$ cat src/rtl/if_prefetch.sv
// Instruction-fetch front end: runs a fetch PC, keeps one read in flight on the
// instruction bus and buffers {pc, inst, fault} in a small prefetch queue for decode.
// A trap or jump/branch redirect flushes the queue and discards any stale response.
module if_prefetch #(
    parameter int unsigned ADDR_W     = 64,
    parameter int unsigned DATA_W     = 64,
    parameter int unsigned INST_W     = 32,
    parameter int unsigned FIFO_DEPTH = 4,
    parameter logic [ADDR_W-1:0] RESET_PC = 64'h8000_0000
) (
    input  logic              clk,
    input  logic              rst,
    input  logic              trap_en_i,
    input  logic [ADDR_W-1:0] csr_pc_i,
    input  logic              jb_en_i,
    input  logic [ADDR_W-1:0] jb_addr_i,
    input  logic              stall_fetch_i,
    output logic              bus_valid_o,
    input  logic              bus_ready_i,
    output logic [ADDR_W-1:0] bus_addr_o,
    output logic [1:0]        bus_size_o,
    output logic              bus_req_o,
    input  logic              bus_rvalid_i,
    input  logic [DATA_W-1:0] bus_rdata_i,
    input  logic [1:0]        bus_resp_i,
    output logic              out_valid_o,
    input  logic              out_ready_i,
    output logic [ADDR_W-1:0] out_pc_o,
    output logic [INST_W-1:0] out_inst_o,
    output logic              out_fault_o,
    output logic              flush_o
);

    localparam int unsigned PTR_W = (FIFO_DEPTH > 1) ? $clog2(FIFO_DEPTH) : 1;
    localparam int unsigned CNT_W = PTR_W + 1;

    typedef enum logic [1:0] {
        StIdle,
        StReq,
        StWait,
        StDrop
    } state_t;

    state_t            state_q, state_d;
    logic [ADDR_W-1:0] fetch_pc_q, fetch_pc_d;
    logic [ADDR_W-1:0] req_addr_q, req_addr_d;
    // Set when a redirect lands while a request is still waiting for acceptance.
    logic              kill_q, kill_d;

    logic              redirect;
    logic [ADDR_W-1:0] target;
    logic              push;
    logic              pop;
    logic [31:0]       rsp_word;

    // Prefetch queue storage and bookkeeping
    logic [ADDR_W-1:0] pc_mem    [FIFO_DEPTH];
    logic [INST_W-1:0] inst_mem  [FIFO_DEPTH];
    logic              fault_mem [FIFO_DEPTH];
    logic [PTR_W-1:0]  wr_ptr_q;
    logic [PTR_W-1:0]  rd_ptr_q;
    logic [CNT_W-1:0]  count_q;

    assign redirect   = trap_en_i | jb_en_i;
    assign target     = trap_en_i ? csr_pc_i : jb_addr_i;
    assign flush_o    = redirect;
    assign bus_addr_o = req_addr_q;
    assign bus_size_o = 2'b10;
    assign bus_req_o  = 1'b0;

    // Pick the addressed instruction out of the returned bus word
    if (DATA_W == 64) begin : g_sel64
        assign rsp_word = req_addr_q[2] ? bus_rdata_i[63:32] : bus_rdata_i[31:0];
    end else begin : g_sel32
        assign rsp_word = bus_rdata_i[31:0];
    end

    // Fetch FSM state, PC and request address registers
    always_ff @(posedge clk or negedge rst) begin
        if (!rst) begin
            state_q    <= StIdle;
            fetch_pc_q <= RESET_PC;
            req_addr_q <= RESET_PC;
            kill_q     <= 1'b0;
        end else begin
            state_q    <= state_d;
            fetch_pc_q <= fetch_pc_d;
            req_addr_q <= req_addr_d;
            kill_q     <= kill_d;
        end
    end

    // Next-state logic, bus request and queue push decision
    always_comb begin
        state_d     = state_q;
        fetch_pc_d  = fetch_pc_q;
        req_addr_d  = req_addr_q;
        kill_d      = kill_q;
        push        = 1'b0;
        bus_valid_o = 1'b0;

        if (redirect) begin
            fetch_pc_d = target;
        end

        unique case (state_q)
            StIdle: begin
                // Hold off one cycle on redirect so the request picks up the new target
                if (!redirect && !stall_fetch_i && (count_q < CNT_W'(FIFO_DEPTH))) begin
                    req_addr_d = fetch_pc_q;
                    state_d    = StReq;
                end
            end
            StReq: begin
                bus_valid_o = 1'b1;
                if (redirect) begin
                    kill_d = 1'b1;
                end
                if (bus_ready_i) begin
                    kill_d = 1'b0;
                    if (redirect || kill_q) begin
                        state_d = StDrop;
                    end else begin
                        state_d    = StWait;
                        fetch_pc_d = fetch_pc_q + ADDR_W'(4);
                    end
                end
            end
            StWait: begin
                if (bus_rvalid_i) begin
                    state_d = StIdle;
                    push    = !redirect;
                end else if (redirect) begin
                    state_d = StDrop;
                end
            end
            StDrop: begin
                if (bus_rvalid_i) begin
                    state_d = StIdle;
                end
            end
            default: state_d = StIdle;
        endcase
    end

    assign out_valid_o = (count_q != '0);
    assign pop         = out_valid_o & out_ready_i;
    assign out_pc_o    = pc_mem[rd_ptr_q];
    assign out_inst_o  = inst_mem[rd_ptr_q];
    assign out_fault_o = fault_mem[rd_ptr_q];

    // Queue pointers and occupancy; a flush overrides any same-cycle pop
    always_ff @(posedge clk or negedge rst) begin
        if (!rst) begin
            wr_ptr_q <= '0;
            rd_ptr_q <= '0;
            count_q  <= '0;
        end else if (redirect) begin
            wr_ptr_q <= '0;
            rd_ptr_q <= '0;
            count_q  <= '0;
        end else begin
            if (push) begin
                wr_ptr_q <= wr_ptr_q + PTR_W'(1);
            end
            if (pop) begin
                rd_ptr_q <= rd_ptr_q + PTR_W'(1);
            end
            if (push && !pop) begin
                count_q <= count_q + CNT_W'(1);
            end else if (!push && pop) begin
                count_q <= count_q - CNT_W'(1);
            end
        end
    end

    // Queue payload write (push never coincides with a redirect)
    always_ff @(posedge clk) begin
        if (push) begin
            pc_mem[wr_ptr_q]    <= req_addr_q;
            inst_mem[wr_ptr_q]  <= INST_W'(rsp_word);
            fault_mem[wr_ptr_q] <= |bus_resp_i;
        end
    end

endmodule

$ cat config.mk
export PLATFORM = sky130hd
export DESIGN_NAME = if_prefetch
export DESIGN_NICKNAME = d
export VERILOG_FILES = /design/src/rtl/if_prefetch.sv
export SDC_FILE = /design/constraint.sdc
export NUM_CORES = 1
export LEC_CHECK = 0
export CORE_ASPECT_RATIO = 1.1
export CORE_MARGIN = 3
export CORE_UTILIZATION = 55
export CTS_BUF_LIST = sky130_fd_sc_hd__clkbuf_4 sky130_fd_sc_hd__clkbuf_8 sky130_fd_sc_hd__clkbuf_16
export DETAILED_ROUTE_END_ITERATION = 8
export DONT_BUFFER_PORTS = 1
export GPL_TIMING_DRIVEN = 0
export PLACE_DENSITY = 0.71
export SLEW_MARGIN = 0
export SYNTH_ARGS = -nofsm -noshare
export SYNTH_HDL_FRONTEND = slang
export SYNTH_SLANG_ARGS = --single-unit
$ cat constraint.sdc
create_clock -name clk -period 3.33 [get_ports clk]
set_input_delay 0.666 -clock clk [delete_from_list [all_inputs] [get_ports clk]]
set_output_delay 0.666 -clock clk [all_outputs]
set_load 0.03 [all_outputs]
-- Yosys cells after proc, flatten, opt, wreduce, memory -nomap -nowiden
Memories as Yosys holds them, arrays and structs flattened.
Index checks and enable logic that the tools add are counted.
- register bits: 138
- RAM bits: 388
- output and inout bits: 167
- logic and storage cells: 71
- memories kept: 3
- add/sub/neg operators: 5
- $lt $le $gt $ge: 1
- equal/unequal tests: 7
- mux-type cells: 27
- bitwise logic cells: 2
- reduce and logical (&&, ||, !) cells: 19
- memory list (memory ; depth ; width ; read ports ; clocked after Yosys merged registers in ; wr ports ; line ; RTL):
    pc_mem ; 4 ; 64 ; 1 ; 0 ; 1 ; 57 ; logic [ADDR_W-1:0] pc_mem [FIFO_DEPTH];
    inst_mem ; 4 ; 32 ; 1 ; 0 ; 1 ; 58 ; logic [INST_W-1:0] inst_mem [FIFO_DEPTH];
    fault_mem ; 4 ; 1 ; 1 ; 0 ; 1 ; 59 ; logic fault_mem [FIFO_DEPTH];
- operator list (cell ; number):
    two-way mux 64 bit ; 5
    adder 64 x 3 -> 64 bit (second input constant) ; 1
    two-way mux 32 bit ; 1
    two-way mux 2 bit ; 9
    two-way mux 3 bit ; 3
    two-way mux 1 bit ; 8
    case mux 2 bit (4 select lines) ; 1
    != test 2 bit (second input constant) ; 3
    nonzero test 2 bit ; 3
    nonzero test 3 bit ; 2
    adder 2 x 1 -> 2 bit (second input constant) ; 2
    equality test 2 bit (second input constant) ; 2
    logical AND 1 bit ; 4
    logical NOT 1 bit ; 4
    AND reduction 2 bit ; 2
    AND reduction 4 bit ; 1
    adder 3 x 1 -> 3 bit (second input constant) ; 1
    less-than comparator 3 bit (second input constant) ; 1
    != test 3 bit (second input constant) ; 1
    subtractor 3 x 1 -> 3 bit (second input constant) ; 1
    equality test 2 x 1 -> 1 bit (second input constant) ; 1
    logical NOT 2 bit ; 1
    OR reduction 2 bit ; 1
    bitwise AND 1 bit ; 1
    2 further kinds ; 2

-- Depth between registers and ports, before layout
Gate-level depths: netlist (run 1).
- word-level depth: 9
- mapped depth: 9
- depth with buffers taken out: 7

-- Worst setup path before layout (run 1)
No wires, ideal clock.
- kind: input-to-reg
- from: input trap_en_i
- to: memory fault_mem[0], enable pin
- setup time: 0.467 ns
- arrival time: 3.697 ns
- data required time: 2.863 ns
- path slack: -0.834 ns
- stages: 5
- path through: buf_2 > nor2_2 > clkinv_1 > nor2_1 > and2_1
- word-level cells in the longest chain between the ends: 6
- ends and longest elaborated chain (element ; line ; RTL):
    start: declaration ; 13 ; input logic trap_en_i,
    bitwise OR 1 bit ; 64 ; assign redirect = trap_en_i | jb_en_i;
    logical NOT 1 bit ; 132 ; push = !redirect;
    two-way mux 1 bit ; 130 ; if (bus_rvalid_i) begin
    two-way mux 1 bit ; 106 ; unique case (state_q)
    two-way mux 1 bit ; 179 ; if (push) begin
    two-way mux 1 bit (not written as such) ; 182 ; fault_mem[wr_ptr_q] <= |bus_resp_i;
    end: declaration ; 59 ;
Every way passes these cells.

-- Final worst setup path (run 1)
- from: register rd_ptr_q[0]
- to: output out_inst_o[30]
- word-level cells in the longest chain between the ends: 1
- ends and longest elaborated chain (element ; line ; RTL):
    start: declaration ; 61 ; logic [PTR_W-1:0] rd_ptr_q;
    start signal: assignment ; 167 ; rd_ptr_q <= rd_ptr_q + PTR_W'(1);
    memory read (4 x 32 bit) ; -- ;
    end: declaration ; 29 ; output logic [INST_W-1:0] out_inst_o,
Every way passes these cells.

==> results of run 1 <==
[power by group through the flow]
| stage | combinational, mW | sequential, mW | clock (mW) |
|---|---|---|---|
| 6_report | 1.69 | 9.96 | 5.83 |
| 5_1_grt | 1.86 | 10.1 | 6.23 |
| 3_3_place_gp | 1.64 | 10.0 | 0 |
| 3_5_place_dp | 1.71 | 10.1 | 0 |
| 4_1_cts | 1.72 | 9.97 | 5.96 |
| 2_1_floorplan | 1.37 | 9.63 | 0 |
[flip-flops by register name, indices dropped and copies added, names as in the netlist]
signal / count
bus_addr_o: 64
count_q: 3
fault_mem: 4
fetch_pc_q: 64
inst_mem: 128
kill_q: 1
pc_mem: 256
rd_ptr_q: 2
state_q: 2
wr_ptr_q: 2
[layout make-up]
class                           count  area, um2
Sequential cell                   526      15110
Buffer                             71      371.6
Inverter                           13      48.80
Timing Repair Buffer                4      110.1
Clock inverter                     16      155.1
Antenna cell                        3      7.507
Multi-Input combinational cell    659       6326
Tap cell                          500      625.6
Fill cell                        2742      14240
Clock buffer                       79       1578
[Yosys cell counts (all sizes together), types with 2 or more instances]
cell,n,share of area
buf,32,0.0072
inv,12,0.0021
xnor2,43,0.017
nor2b,4,0.0011
mux4,97,0.10
a211oi,3,0.0010
nor2,30,0.0054
o31ai,2,0.00069
mux2i,39,0.018
o22ai,10,0.0029
or2,2,0.00057
conb,2,0.00034
clkbuf,41,0.0071
a22oi,3,0.0010
and2,7,0.0020
nand4,27,0.0087
edfxtp,388,0.53
and3,11,0.0032
mux2,97,0.050
nand2,74,0.013
nor4,13,0.0063
dfstp,2,0.0024
and4,5,0.0020
nand3,25,0.0060
o211ai,29,0.010
a21oi,29,0.0067
nor3,15,0.0048
or3,3,0.00086
dfrtp,136,0.16
xor2,18,0.0072
ha,5,0.0029
o21bai,2,0.00069
o21ai,50,0.011
[metrics by stage]
stage | worst slack, ns | setup TNS, ns | util | cell area [um2] | total power, mW
floorplan | 0.2420 | 0 | - | 21790 | 11.00
global placement | -1.150 | -439.12 | 0.5811 | 22410 | 11.69
detailed placement | -0.1451 | -20.60 | 0.5841 | 22530 | 11.81
CTS | 0.01743 | 0 | 0.6306 | 24320 | 17.65
global route | 0.06102 | 0 | 0.6308 | 24330 | 18.16
finish | 0.1767 | 0 | 0.6309 | 24330 | 17.48
[cells by family after synthesis]
kind of cell	after synthesis	share of synthesized area
other	2	0.0003448
DFF	526	0.6937
AOI/OAI and AO/OA	134	0.03677
muxes	233	0.1684
adders and majority gates	6	0.003792
and+or+nand+nor	222	0.05602
xor gates and xnor gates	61	0.02453
buffers and inverters	86	0.01649
[how the worst min path moves through the flow]
stage | start | endpoint
6_report | rst | count_q[1]
5_1_grt | rst | count_q[1]
4_1_cts | rst | count_q[1]
3_5_place_dp | rst | count_q[1]
3_3_place_gp | rst | count_q[1]
2_1_floorplan | rst | bus_addr_o[0]
[metal layers]
layer / vias up / track usage
li1: 5096 / -
met1: 6063 / 0.3438
met2: 486 / 0.4063
met3: 109 / 0.07095
met4: 6 / 0.09960
met5: - / 0
[worst max-delay path, stage by stage, from the launching register on]
cell      delay (ns)
dfrtp_2         0.60
clkbuf_4        0.36
buf_4           0.28
mux4_2          0.65
[what timing repair did]
action,in CTS,in global routing
hold endpoints to repair,138,136
gates cloned,0,0
setup endpoints to repair,97,8
gates resized for setup,22,1
==> out/metrics.cfg, run 1 <==
[sta]
timing.hold.ws_ns=-0.1936
slew_headroom=0.3492
rsz0062_at_grt=no
worstMarginPinSlew_ns=0.9673
finalSetupViolCount=0
maxSlewViolCount=0
finalHoldViolCount=136
finalCritPeriodShare=0.9469
max_freq_mhz=317.1
min_period_ns=3.153
finClkSkew_ns=0.01355

[power_and_ir_drop]
p_leak_nw=8.130
p_int_mw=12.45
power_switching_mw=5.033
seq_power_share=0.570
combPwrFrac=0.097
ir_drop_mv=0.6069
pwr-share-clk=0.334
p_sw_frac=0.2879
power_density_nw_per_um2=718.5

[cells_and_area]
syn_to_final_growth_pct=11.73
instances_no_fill=1871
final_cell_mix=388 x edfxtp_1, 134 x dfrtp_1, 97 x mux2_2, 97 x mux4_2, 73 x nand2_1
drive_gt1_frac=0.2529
layout_commonest_cell=edfxtp_1
layout.nets=1534

[synth]
synth.distinct_cells=61
async_reset_ff_frac=0.2624
yosys_register_bits=526
synth_edf_count=388
syn_inst=1270
ys_seq_area_frac=0.6937
yosysWarnings=0
synthFlopType=edfxtp_1
syn_avg_cell_area_um2=17.15
synth.cell_area_um2=21780

[route]
ant_nets=0
met3_length_um=4439
wl_per_cell_um=28.80
drtIter0Drc=802
wl_met1_um=21090
totalWireLength_um=53880
vias=11760
top_layer_used=met5
drc=0
met2WireLength_um=26290
drt-vias-per-instance=6.285
dr.pass1.iters=5

[floorplan]
die_w_um=195.7
core_um2=38570
fp.dieH_um=214.7
dieArea_um2=42020
io_pins=369
placementRows=75
initial_utilization=0.5647

[place]
dp_hpwl_um=37590
gp_congestion=0.8615
portBuffers=0
dp_cells=1775

[setup_path]
r2r_setup_slack_ns=0.60
reg2reg_to=fetch_pc_q[46]
rr_worst_depth=6
crit_path_end=out_inst_o[30]
cp-start-kind=register
path_max_fanout=10
cp.arrival_ns=2.49
rr_startpoint=fetch_pc_q[23]
cp-startpoint=rd_ptr_q[0]
cp.required_ns=2.66
end_kind=output port
setup.worst_path.class=reg -> out

[clocking]
clk_latency_ns=0.58
cts_buffer_depth=3
path_clk_slew_ns=0.06
cts_tree=built
htreeDepth=2
cts_setup_buffers=0
cts_root_buf=clkbuf_16
clock-sinks=526
cts-buffers-inserted=51

[grt]
grtUsageTotal=0.2568
overflow=0
grt_pass1_vias=12240
grt_pass1_wl_um=80210
antenna_found_initial=6
grt_max_degree=139

[run_status]
violations=hold timing
status=finished, violations left

[run]
max_cap_violations=0

[worst_hold_path]
holdCritPathClass=in -> async

No activity file was read; power rests on OpenSTA's default activity.
==> run 2, diff against run 1 <==
==> constraint.sdc (replaced) <==
create_clock -name clk -period 3.33 [get_ports clk]
set_input_delay 0.1665 -clock clk [delete_from_list [all_inputs] [get_ports clk]]
set_output_delay 0.1665 -clock clk [all_outputs]
set_load 0.03 [all_outputs]
==> run 2 against run 1 <==
Net effect:
- the run now ends clean
- hold slack better by 0.22 ns
- maximum frequency up 1.7%
- core utilization grew 5.2 points
- design area up 8.2%
- critical path depth down 1
- clock-buffer cell count unchanged
- sequential share of layout area shrank 4.7 points
- total power rose by 2.8%
- largest power group unchanged
- clock skew rose by 0.0013 ns
- combinational power up 27%
==> out/metrics.cfg, run 2 (synthesis results as in run 1) <==
[run_status]
status=complete, no violations  ; was finished, violations left

[setup_path]
cp.arrival_ns=2.94  ; was 2.49 ns
end_kind=output port  ; unchanged
cp-start-kind=register  ; unchanged
setup.worst_path.class=reg -> out  ; unchanged
path_max_fanout=10  ; unchanged
cp-startpoint=rd_ptr_q[0]  ; unchanged
cp.required_ns=3.16  ; was 2.66 ns
rr_startpoint=bus_addr_o[2]  ; was fetch_pc_q[23]

[power_and_ir_drop]
p_leak_nw=8.985  ; was 8.130 nW
ir_drop_mv=0.6088  ; was 0.6069 mV
power_density_nw_per_um2=682.1  ; was 718.5 nW/um2
power.total_mw=17.96  ; was 17.48 mW

[worst_hold_path]
min-delay-start=jb_en_i
holdCritPathClass=in -> reg  ; was in -> async

[clocking]
cts_setup_buffers=0  ; unchanged
cts_buffer_depth=3  ; unchanged
cts_tree=built  ; unchanged
clock-sinks=526  ; unchanged
cts_root_buf=clkbuf_16  ; unchanged
cts-buffers-inserted=51  ; unchanged
clk_latency_ns=0.58  ; about the same
htreeDepth=2  ; unchanged
path_clk_slew_ns=0.06  ; about the same

[cells_and_area]
register_area_um2=15110  ; about the same
stdcell_area_um2=26340  ; was 24,330 um2
layout.nets=1737  ; was 1,534
syn_to_final_growth_pct=20.94  ; was 11.73%
largest_register_ffs=256  ; unchanged
fillers=2561  ; was 2,742
largest-register=pc_mem  ; unchanged
drive_gt1_frac=0.2151  ; was 0.2529
final_util=0.6829  ; was 0.6309
final_cell_mix=388 x edfxtp_1, 202 x dlygate4sd3_1, 136 x dfrtp_1, 97 x mux2_2, 97 x mux4_2  ; was 388 x edfxtp_1, 134 x dfrtp_1, 97 x mux2_2, 97 x mux4_2, 73 x nand2_1
multiInputGateArea_um2=6335  ; was 6326 um2
largest_registers=pc_mem (256), inst_mem (128)  ; unchanged
layout_commonest_cell=edfxtp_1  ; unchanged

[route]
drtIter0Drc=849  ; was 802
drt-vias-per-instance=6.078  ; was 6.285
wl_per_cell_um=27.16  ; was 28.80 um
drc=0  ; unchanged
vias=12630  ; was 11,760
dr.pass1.iters=7  ; was 5
ant_nets=0  ; unchanged
totalWireLength_um=56430  ; was 53,880 um

[sta]
finalSetupViolCount=0  ; unchanged
slew_headroom=0.3243  ; was 0.3492
rsz0062_at_grt=no  ; unchanged
finalHoldViolCount=0  ; was 136
finClkSkew_ns=0.01481  ; was 0.01355 ns
max_freq_mhz=322.4  ; was 317.1 MHz
fin_tns_setup_ns=0  ; unchanged
maxSlewViolCount=0  ; unchanged
worstMarginPinSlew_ns=1.014  ; was 0.9673 ns
min_period_ns=3.102  ; was 3.153 ns
finalCritPeriodShare=0.9315  ; was 0.9469

[floorplan]
io_pins=369  ; unchanged
die_w_um=195.7  ; unchanged
placementRows=75  ; unchanged
dieArea_um2=42020  ; unchanged
fp.dieH_um=214.7  ; unchanged
initial_utilization=0.5647  ; unchanged
core_um2=38570  ; unchanged

[grt]
grt_pass1_vias=13360  ; was 12,240
grtUsageTotal=0.2682  ; was 0.2568
grt_max_degree=139  ; unchanged
antenna_found_initial=8  ; was 6
overflow=0  ; unchanged
grt_pass1_wl_um=84770  ; was 80,210 um

[run]
max_cap_violations=0  ; unchanged

[place]
portBuffers=0  ; unchanged
gp_congestion=0.8615  ; unchanged
place_area_um2=22530  ; unchanged
dp_hpwl_um=37590  ; unchanged

## run 2: changes by cell type in the layout (fill, tap and decap cells not counted), moves of 2 or more
| cell | before | now |
|---|---|---|
| diode_2 | 3 | 7 |
| clkdlybuf4s15_2 | 8 | 1 |
| buf_1 | 5 | 13 |
| dlygate4sd3_1 | 0 | 202 |
| dfrtp_2 | 2 | 0 |
| dfrtp_1 | 134 | 136 |
## run 2: power by group
| part | internal [mW] | leakage [nW] | switching, mW |
|---|---|---|---|
| Clock | 3.49 | 0.864 | 2.36 |
| Combinational | 1.11 | 2.97 | 1.04 |
| Sequential | 8.17 | 5.15 | 1.79 |
## run 2: layer usage
metal  GRT usage  wire length (um)  vias to the layer above
li1            -                 -                     5504
met1      0.3567             22000                     6480
met4      0.1041              1824                        4
met2      0.4340             28220                      538
met5           0                37                        -
met3     0.06437              4352                      105
## run 2: path summary, 6_finish.rpt
check	endpoint	slack, ns	cells past startpoint
setup / recovery	out_pc_o[36]	0.23	2
hold / removal	fetch_pc_q[39]	0.02	3
setup reg to reg	inst_mem[0][30]	0.28	4
hold reg to reg	bus_addr_o[0]	0.54	1
max in group asynchronous	bus_addr_o[9]	2.39	2
min in group asynchronous	count_q[1]	0.16	2
## run 2: per-stage QoR
step	hold slack (ns)	setup WS (ns)	instances
floorplan	-0.1291	0.7415	1271
global placement	-0.1128	-0.6509	1771
detailed placement	-0.1136	0.3544	1775
CTS	0.006108	0.08864	2071
global route	0.08657	0.09664	2076
finish	0.02161	0.2282	2078
## run 2: repair_timing
item                                    CTS  global route
hold endpoints to repair                338             0
endpoints found under the setup margin   75             2
gates resized for setup                   3             2
cloned                                    0             0
hold buffers                            203             0
## run 2: critical path, cell delays in order, from the launching register on
cell and delay (ns):
dfrtp_1 0.78, buf_1 0.82, mux4_2 0.75
## run 2: layout make-up
type	instances	share of cell area
diodes	7	0.0006651
plain buffers	71	0.01183
clock buffers	79	0.05990
clock inverters	16	0.005891
inverters	13	0.001853
multi-input cells	659	0.2405
flip-flops and latches	526	0.5736
well taps	500	0.02375
repair buffers	207	0.08200
